$ cat src/rtl/reg_select_pkg.sv
// Shared types for the register-select decoder: FSM states, IR field-select codes,
// and small helpers for strobe priority and strobe counting.
package reg_select_pkg;

  typedef enum logic [1:0] {
    IDLE = 2'd0,
    SCAN = 2'd1,
    DONE = 2'd2
  } state_e;

  typedef enum logic [1:0] {
    FSEL_NONE = 2'd0,
    FSEL_RA   = 2'd1,
    FSEL_RB   = 2'd2,
    FSEL_RC   = 2'd3
  } fsel_e;

  // gra outranks grb, which outranks grc
  function automatic fsel_e pick_field(input logic gra, input logic grb, input logic grc);
    if (gra) return FSEL_RA;
    if (grb) return FSEL_RB;
    if (grc) return FSEL_RC;
    return FSEL_NONE;
  endfunction

  function automatic logic [1:0] gr_count(input logic a, input logic b, input logic c);
    return {1'b0, a} + {1'b0, b} + {1'b0, c};
  endfunction

endpackage

$ cat src/rtl/reg_select_decoder_if.sv
// IR field/strobe inputs and register-file select outputs of the decoder.
interface reg_select_decoder_if #(
  parameter int SEL_W = 4
);
  localparam int N_OUT = 2 ** SEL_W;

  logic [SEL_W-1:0] ir_ra;
  logic [SEL_W-1:0] ir_rb;
  logic [SEL_W-1:0] ir_rc;
  logic             gra;
  logic             grb;
  logic             grc;
  logic             r_in;
  logic             r_out;
  logic             ba_out;
  logic             scan_start;
  logic [N_OUT-1:0] rin_sel;
  logic [N_OUT-1:0] rout_sel;
  logic             err_multi;
  logic             scan_busy;
  logic             scan_done;

  modport master (
    output ir_ra, ir_rb, ir_rc, gra, grb, grc, r_in, r_out, ba_out, scan_start,
    input  rin_sel, rout_sel, err_multi, scan_busy, scan_done
  );

  modport slave (
    input  ir_ra, ir_rb, ir_rc, gra, grb, grc, r_in, r_out, ba_out, scan_start,
    output rin_sel, rout_sel, err_multi, scan_busy, scan_done
  );

endinterface

$ cat src/rtl/onehot_decoder.sv
// Binary select to one-hot decoder.
// Latency: combinational.
// Backpressure: none.
module onehot_decoder #(
  parameter int SEL_W = 4
) (
  input  logic [SEL_W-1:0]      sel,
  output logic [2**SEL_W-1:0]   oh
);

  always_comb begin
    oh      = '0;
    oh[sel] = 1'b1;
  end

endmodule

$ cat src/rtl/reg_select_decoder.sv
// Register-select decoder: IR field pick, one-hot read/write strobes, R0-as-zero, scan walk.
// Latency: one cycle, every output is a flop.
// Backpressure: none; strobes are sampled every cycle, scan_start only honoured in IDLE.
module reg_select_decoder
  import reg_select_pkg::*;
#(
  parameter int SEL_W     = 4,
  parameter int SCAN_HOLD = 1
) (
  input  logic                clk,
  input  logic                clr,
  reg_select_decoder_if.slave bus
);

  localparam int N_OUT  = 2 ** SEL_W;
  localparam int HOLD_W = $clog2(SCAN_HOLD) + 1;

  state_e            state, state_nxt;
  logic [SEL_W-1:0]  idx, idx_nxt;
  logic [HOLD_W-1:0] hold, hold_nxt;

  logic [N_OUT-1:0]  rin_q, rin_nxt;
  logic [N_OUT-1:0]  rout_q, rout_nxt;
  logic              err_q, err_nxt;
  logic              busy_q, busy_nxt;
  logic              done_q, done_nxt;

  fsel_e             fsel;
  logic [SEL_W-1:0]  field;
  logic              field_vld;
  logic [N_OUT-1:0]  field_oh;
  logic [N_OUT-1:0]  idx_oh;

  always_comb begin
    fsel  = pick_field(bus.gra, bus.grb, bus.grc);
    field = '0;
    case (fsel)
      FSEL_RA: field = bus.ir_ra;
      FSEL_RB: field = bus.ir_rb;
      FSEL_RC: field = bus.ir_rc;
      default: field = '0;
    endcase
    field_vld = (fsel != FSEL_NONE);
  end

  onehot_decoder #(.SEL_W(SEL_W)) u_field_dec (
    .sel (field),
    .oh  (field_oh)
  );

  onehot_decoder #(.SEL_W(SEL_W)) u_idx_dec (
    .sel (idx),
    .oh  (idx_oh)
  );

  always_comb begin
    state_nxt = state;
    idx_nxt   = idx;
    hold_nxt  = hold;
    rin_nxt   = '0;
    rout_nxt  = '0;
    err_nxt   = 1'b0;
    busy_nxt  = 1'b0;
    done_nxt  = 1'b0;

    case (state)
      IDLE: begin
        err_nxt = (gr_count(bus.gra, bus.grb, bus.grc) > 2'd1);
        // a scan request beats any decode issued in the same cycle
        if (bus.scan_start) begin
          state_nxt = SCAN;
          idx_nxt   = '0;
          hold_nxt  = '0;
        end else if (field_vld) begin
          if (bus.r_in)
            rin_nxt = field_oh;
          if (bus.r_out || (bus.ba_out && (field != '0)))
            rout_nxt = field_oh;
        end
      end

      SCAN: begin
        busy_nxt = 1'b1;
        rout_nxt = idx_oh;
        if (hold == HOLD_W'(SCAN_HOLD - 1)) begin
          hold_nxt = '0;
          if (idx == SEL_W'(N_OUT - 1))
            state_nxt = DONE;
          else
            idx_nxt = idx + SEL_W'(1);
        end else begin
          hold_nxt = hold + HOLD_W'(1);
        end
      end

      DONE: begin
        done_nxt  = 1'b1;
        state_nxt = IDLE;
      end

      default: state_nxt = IDLE;
    endcase
  end

  always_ff @(posedge clk) begin
    if (clr) begin
      state  <= IDLE;
      idx    <= '0;
      hold   <= '0;
      rin_q  <= '0;
      rout_q <= '0;
      err_q  <= 1'b0;
      busy_q <= 1'b0;
      done_q <= 1'b0;
    end else begin
      state  <= state_nxt;
      idx    <= idx_nxt;
      hold   <= hold_nxt;
      rin_q  <= rin_nxt;
      rout_q <= rout_nxt;
      err_q  <= err_nxt;
      busy_q <= busy_nxt;
      done_q <= done_nxt;
    end
  end

  assign bus.rin_sel   = rin_q;
  assign bus.rout_sel  = rout_q;
  assign bus.err_multi = err_q;
  assign bus.scan_busy = busy_q;
  assign bus.scan_done = done_q;

endmodule

$ cat src/flat_wrapper.sv
// flat-port wrapper written by rule: the top's interface ports become plain ports
module reg_select_decoder_flat import reg_select_pkg::*;
#(
  parameter int SEL_W     = 4,
  parameter int SCAN_HOLD = 1
)
  (clk, clr, bus_ir_ra, bus_ir_rb, bus_ir_rc, bus_gra, bus_grb, bus_grc, bus_r_in, bus_r_out, bus_ba_out, bus_scan_start, bus_rin_sel, bus_rout_sel, bus_err_multi, bus_scan_busy, bus_scan_done);
  reg_select_decoder_if #(.SEL_W(SEL_W)) bus_i ();
  input  logic clk;
  input  logic clr;
  input wire logic [$bits(bus_i.ir_ra)-1:0] bus_ir_ra;
  input wire logic [$bits(bus_i.ir_rb)-1:0] bus_ir_rb;
  input wire logic [$bits(bus_i.ir_rc)-1:0] bus_ir_rc;
  input wire logic [$bits(bus_i.gra)-1:0] bus_gra;
  input wire logic [$bits(bus_i.grb)-1:0] bus_grb;
  input wire logic [$bits(bus_i.grc)-1:0] bus_grc;
  input wire logic [$bits(bus_i.r_in)-1:0] bus_r_in;
  input wire logic [$bits(bus_i.r_out)-1:0] bus_r_out;
  input wire logic [$bits(bus_i.ba_out)-1:0] bus_ba_out;
  input wire logic [$bits(bus_i.scan_start)-1:0] bus_scan_start;
  output wire logic [$bits(bus_i.rin_sel)-1:0] bus_rin_sel;
  output wire logic [$bits(bus_i.rout_sel)-1:0] bus_rout_sel;
  output wire logic [$bits(bus_i.err_multi)-1:0] bus_err_multi;
  output wire logic [$bits(bus_i.scan_busy)-1:0] bus_scan_busy;
  output wire logic [$bits(bus_i.scan_done)-1:0] bus_scan_done;
  assign bus_i.ir_ra = bus_ir_ra;
  assign bus_i.ir_rb = bus_ir_rb;
  assign bus_i.ir_rc = bus_ir_rc;
  assign bus_i.gra = bus_gra;
  assign bus_i.grb = bus_grb;
  assign bus_i.grc = bus_grc;
  assign bus_i.r_in = bus_r_in;
  assign bus_i.r_out = bus_r_out;
  assign bus_i.ba_out = bus_ba_out;
  assign bus_i.scan_start = bus_scan_start;
  assign bus_rin_sel = bus_i.rin_sel;
  assign bus_rout_sel = bus_i.rout_sel;
  assign bus_err_multi = bus_i.err_multi;
  assign bus_scan_busy = bus_i.scan_busy;
  assign bus_scan_done = bus_i.scan_done;
  reg_select_decoder #(.SEL_W(SEL_W), .SCAN_HOLD(SCAN_HOLD)) u_core (.clk(clk), .clr(clr), .bus(bus_i));
endmodule
$ cat config.mk
export PLATFORM = sky130hd
export DESIGN_NAME = reg_select_decoder_flat
export DESIGN_NICKNAME = d
export VERILOG_FILES = /design/src/rtl/reg_select_pkg.sv /design/src/rtl/reg_select_decoder_if.sv /design/src/rtl/onehot_decoder.sv /design/src/rtl/reg_select_decoder.sv /design/src/flat_wrapper.sv
export SDC_FILE = /design/constraint.sdc
export NUM_CORES = 1
export LEC_CHECK = 0
export CAP_MARGIN = 30
export CORE_ASPECT_RATIO = 0.9
export CORE_MARGIN = 2
export CORE_UTILIZATION = 35
export CTS_BUF_LIST = sky130_fd_sc_hd__clkbuf_16
export DETAILED_ROUTE_END_ITERATION = 6
export GPL_TIMING_DRIVEN = 1
export PLACE_DENSITY_LB_ADDON = 0.3
export SETUP_SLACK_MARGIN = 0.3
export SYNTH_ARGS = -nofsm -noshare
export SYNTH_HDL_FRONTEND = slang
export SYNTH_SLANG_ARGS = --single-unit
$ cat constraint.sdc
create_clock -name clk -period 1.75 [get_ports clk]
set_clock_uncertainty 0.2 [all_clocks]
set_input_delay 0.2625 -clock clk [delete_from_list [all_inputs] [get_ports clk]]
set_output_delay 0.2625 -clock clk [all_outputs]
set_load 0.1 [all_outputs]
==> results.sh <==
export IMPL_clkTransAtPathRegs_ps=60
export IMPL_cts_root_buf="clkbuf_16"
export IMPL_tritoncts="yes"
export IMPL_drc=0
export IMPL_synthSimpleGateAreaFrac=0.204
export IMPL_cts_htree_levels=2
export IMPL_dieWidth_um=73.6
export IMPL_viasPerCell=5.31
export IMPL_cts_buffers=5
export IMPL_power_total_w=0.00232
export IMPL_rows=22
export IMPL_period_share=1.08
export IMPL_clock_sinks=41
export IMPL_wl_um=5150
export IMPL_antenna_found_initial=0
export IMPL_rsz0062_at_grt="yes"
export IMPL_worstMarginPinSlew_ps=343
export IMPL_synth_compound_area_share=0.166
export IMPL_fin_nets=263
export IMPL_start_kind="flip-flop"
export IMPL_synth_main_ff_cell="dfxtp_1"
export IMPL_crit_path_end_kind="flip-flop"
export IMPL_postSynth_asyncResetShare=0
export IMPL_io_buffers=55
export IMPL_num_vias=1519
export IMPL_seq_area_frac_synth=0.538
export IMPL_synth_edff_count=0
export IMPL_wire_per_inst_um=18.0
export IMPL_fmax_mhz=531
export IMPL_drt_initial_drc_count=94
export IMPL_synth_fa_ha_area_frac=0.0410
export IMPL_p_per_area_mw_per_mm2=748
export IMPL_arrival_ps=1880
export IMPL_syn_nets=182
export IMPL_hpwlAfterDp_um=3250
export IMPL_gr_total_overflow=0
export IMPL_muxShareOfSynthArea=0.00738
export IMPL_area_growth_pct=104
export IMPL_finalHoldViolCount=0
export IMPL_maxCapViolations=0
export IMPL_num_io_pins=56
export IMPL_grt_usage=0.211
export IMPL_die_h_um=66.7
export IMPL_firstDrtPassIters=4
export IMPL_synth_xor_area_share=0.0115
export IMPL_clock_tree_buffer_depth=2
export IMPL_antenna_cells=0
export IMPL_report_final_slew_viol_count=0
export IMPL_fillCellCount=280
export IMPL_failed_checks="setup timing"
export IMPL_postSynthAreaPerCell_um2=9.79
export IMPL_grt_first_pass_wirelength_um=7720
export IMPL_grt_start_max_net_pins=14
export IMPL_setup_worst_path_class="flip-flop to flip-flop"
export IMPL_yosys_cell_types_count=32
export IMPL_start_util=0.370
export IMPL_timing_hold_ws_ps=146
export IMPL_synth_area_mm2=0.00153
export IMPL_min_period_ps=1880
export IMPL_status="finished with violations"
export IMPL_gp_congestion=0.786
export IMPL_peakVddDrop_mv=0.516
export IMPL_insertion_delay_ps=280
export IMPL_dieArea_mm2=0.00491
export IMPL_cp_required_ps=1750
export IMPL_hold_class="input pin to flip-flop"
export IMPL_coreArea_mm2=0.00413
export IMPL_ant_nets=0
export IMPL_p_leak_nw=1.16
export IMPL_grt_pass1_vias=1568
export IMPL_synth_seq_cells=41
export IMPL_yosys_warnings=0
export IMPL_layout_drive_gt1_share=0.504
export IMPL_r2r_slack_ps=-130
export IMPL_max_slew_margin=0.772
export IMPL_syn_inst=156
export IMPL_multi_input_area_um2=942
export IMPL_crit_fanout=4
export IMPL_setup_slack_ps=-133
export IMPL_seqCellArea_um2=831
export IMPL_finalSetupViolCount=31
export IMPL_synth_top_family_by_area="simple AND/OR/NAND/NOR gates"
## power breakdown
| group | leakage, nW | total (W) | switching (W) | internal, W |
|---|---|---|---|---|
| combinational | 0.751 | 0.000391 | 0.000231 | 0.000160 |
| sequential | 0.334 | 0.000957 | 0.0000117 | 0.000946 |
| clock | 0.0757 | 0.000974 | 0.000365 | 0.000610 |
## synthesized netlist by cell type, types with 2 or more instances
cell,number,area [um2]
o32ai_1,2,17.5
ha_1,5,62.6
nand3_1,10,50.1
nand2b_1,2,12.5
a21oi_1,6,30.0
a211oi_1,4,30.0
xnor2_1,2,17.5
o22ai_1,13,81.3
inv_1,7,26.3
a22o_1,4,35.0
clkbuf_1,2,7.51
nand3b_1,4,30.0
nand2_1,10,37.5
nor2_1,21,78.8
nor3b_2,2,25.0
dfxtp_1,41,821
a22oi_1,5,37.5
o21bai_1,2,15.0
## logic make-up after synthesis
| group | count (synthesis) |
|---|---|
| and+or+nand+nor | 59 |
| buffers and inverters | 11 |
| xor gates and xnor gates | 2 |
| DFF | 41 |
| adders and majority gates | 5 |
| AOI/OAI and AO/OA | 37 |
| muxes | 1 |
## registers in the layout (all words and copies together), names as in the netlist
register and count:
u_core.bus.err_multi 1, u_core.bus.scan_done 1, u_core.bus.scan_busy 1, u_core.bus.rin_sel 16, u_core.idx 4, u_core.bus.rout_sel 16, u_core.state 2
## worst paths after layout
check	start	cells after the start	endpoint
worst max-delay path	u_core.state[0]$_SDFFE_PP0P_	5	u_core.bus.rout_sel[13]$_SDFF_PP0_
worst min-delay path	clr	3	u_core.idx[0]$_SDFFE_PP0P_
worst max register to register	u_core.state[0]$_SDFFE_PP0P_	5	u_core.bus.rout_sel[13]$_SDFF_PP0_
worst min register to register	u_core.idx[2]$_SDFFE_PP0P_	2	u_core.idx[2]$_SDFFE_PP0P_
## critical path: stages, from the launching register on
cell and delay, ps:
dfxtp_2 310, or4_4 580, nor3_4 260, buf_6 170, nand3_4 110, o22ai_2 160
## cell usage in the layout (no fill, tap or decap), types with 4 or more instances in the layout
master	count
ha_1	4
nand2_2	5
nand2_1	5
clkbuf_16	6
clkdlybuf4s50_1	15
nor2_2	4
o22ai_2	12
buf_12	35
buf_4	20
inv_1	7
a21oi_1	5
nand3b_1	4
nand3_2	5
dfxtp_1	37
nand3_4	4
nor2_1	16
## per-layer routing
| metal | GRT usage | vias up | wire length (um) |
|---|---|---|---|
| met5 | 0 | - | 0 |
| met4 | 0.0864 | 0 | 111 |
| met3 | 0.0605 | 13 | 233 |
| met2 | 0.355 | 44 | 2650 |
| met1 | 0.251 | 738 | 2160 |
| li1 | - | 724 | - |
## metrics by stage
stage	cells	utilization	setup slack [ps]	cell area, um2	setup TNS (ps)
global route	286	0.752	-178	3110	-3460
global placement	271	0.637	-451	2630	-11850
CTS	284	0.719	-34.4	2970	-183
floorplan	156	-	47.1	1570	0
detailed placement	271	0.637	-522	2630	-13410
finish	286	0.752	-133	3110	-1960
## area by class of cell
cell class,count,area share
Clock inverter,2,0.00362
Timing Repair Buffer,78,0.350
Multi-Input combinational cell,104,0.303
Clock buffer,6,0.0483
Inverter,7,0.00846
Tap cell,48,0.0193
Sequential cell,41,0.267
## what timing repair did
item	4_1_cts	5_1_grt
setup buffers	5	2
resized for setup	34	26
setup endpoints to repair	37	37
gates cloned	0	0
hold buffers	0	0
pin swaps	22	14
No activity file was read; power rests on OpenSTA's default activity.
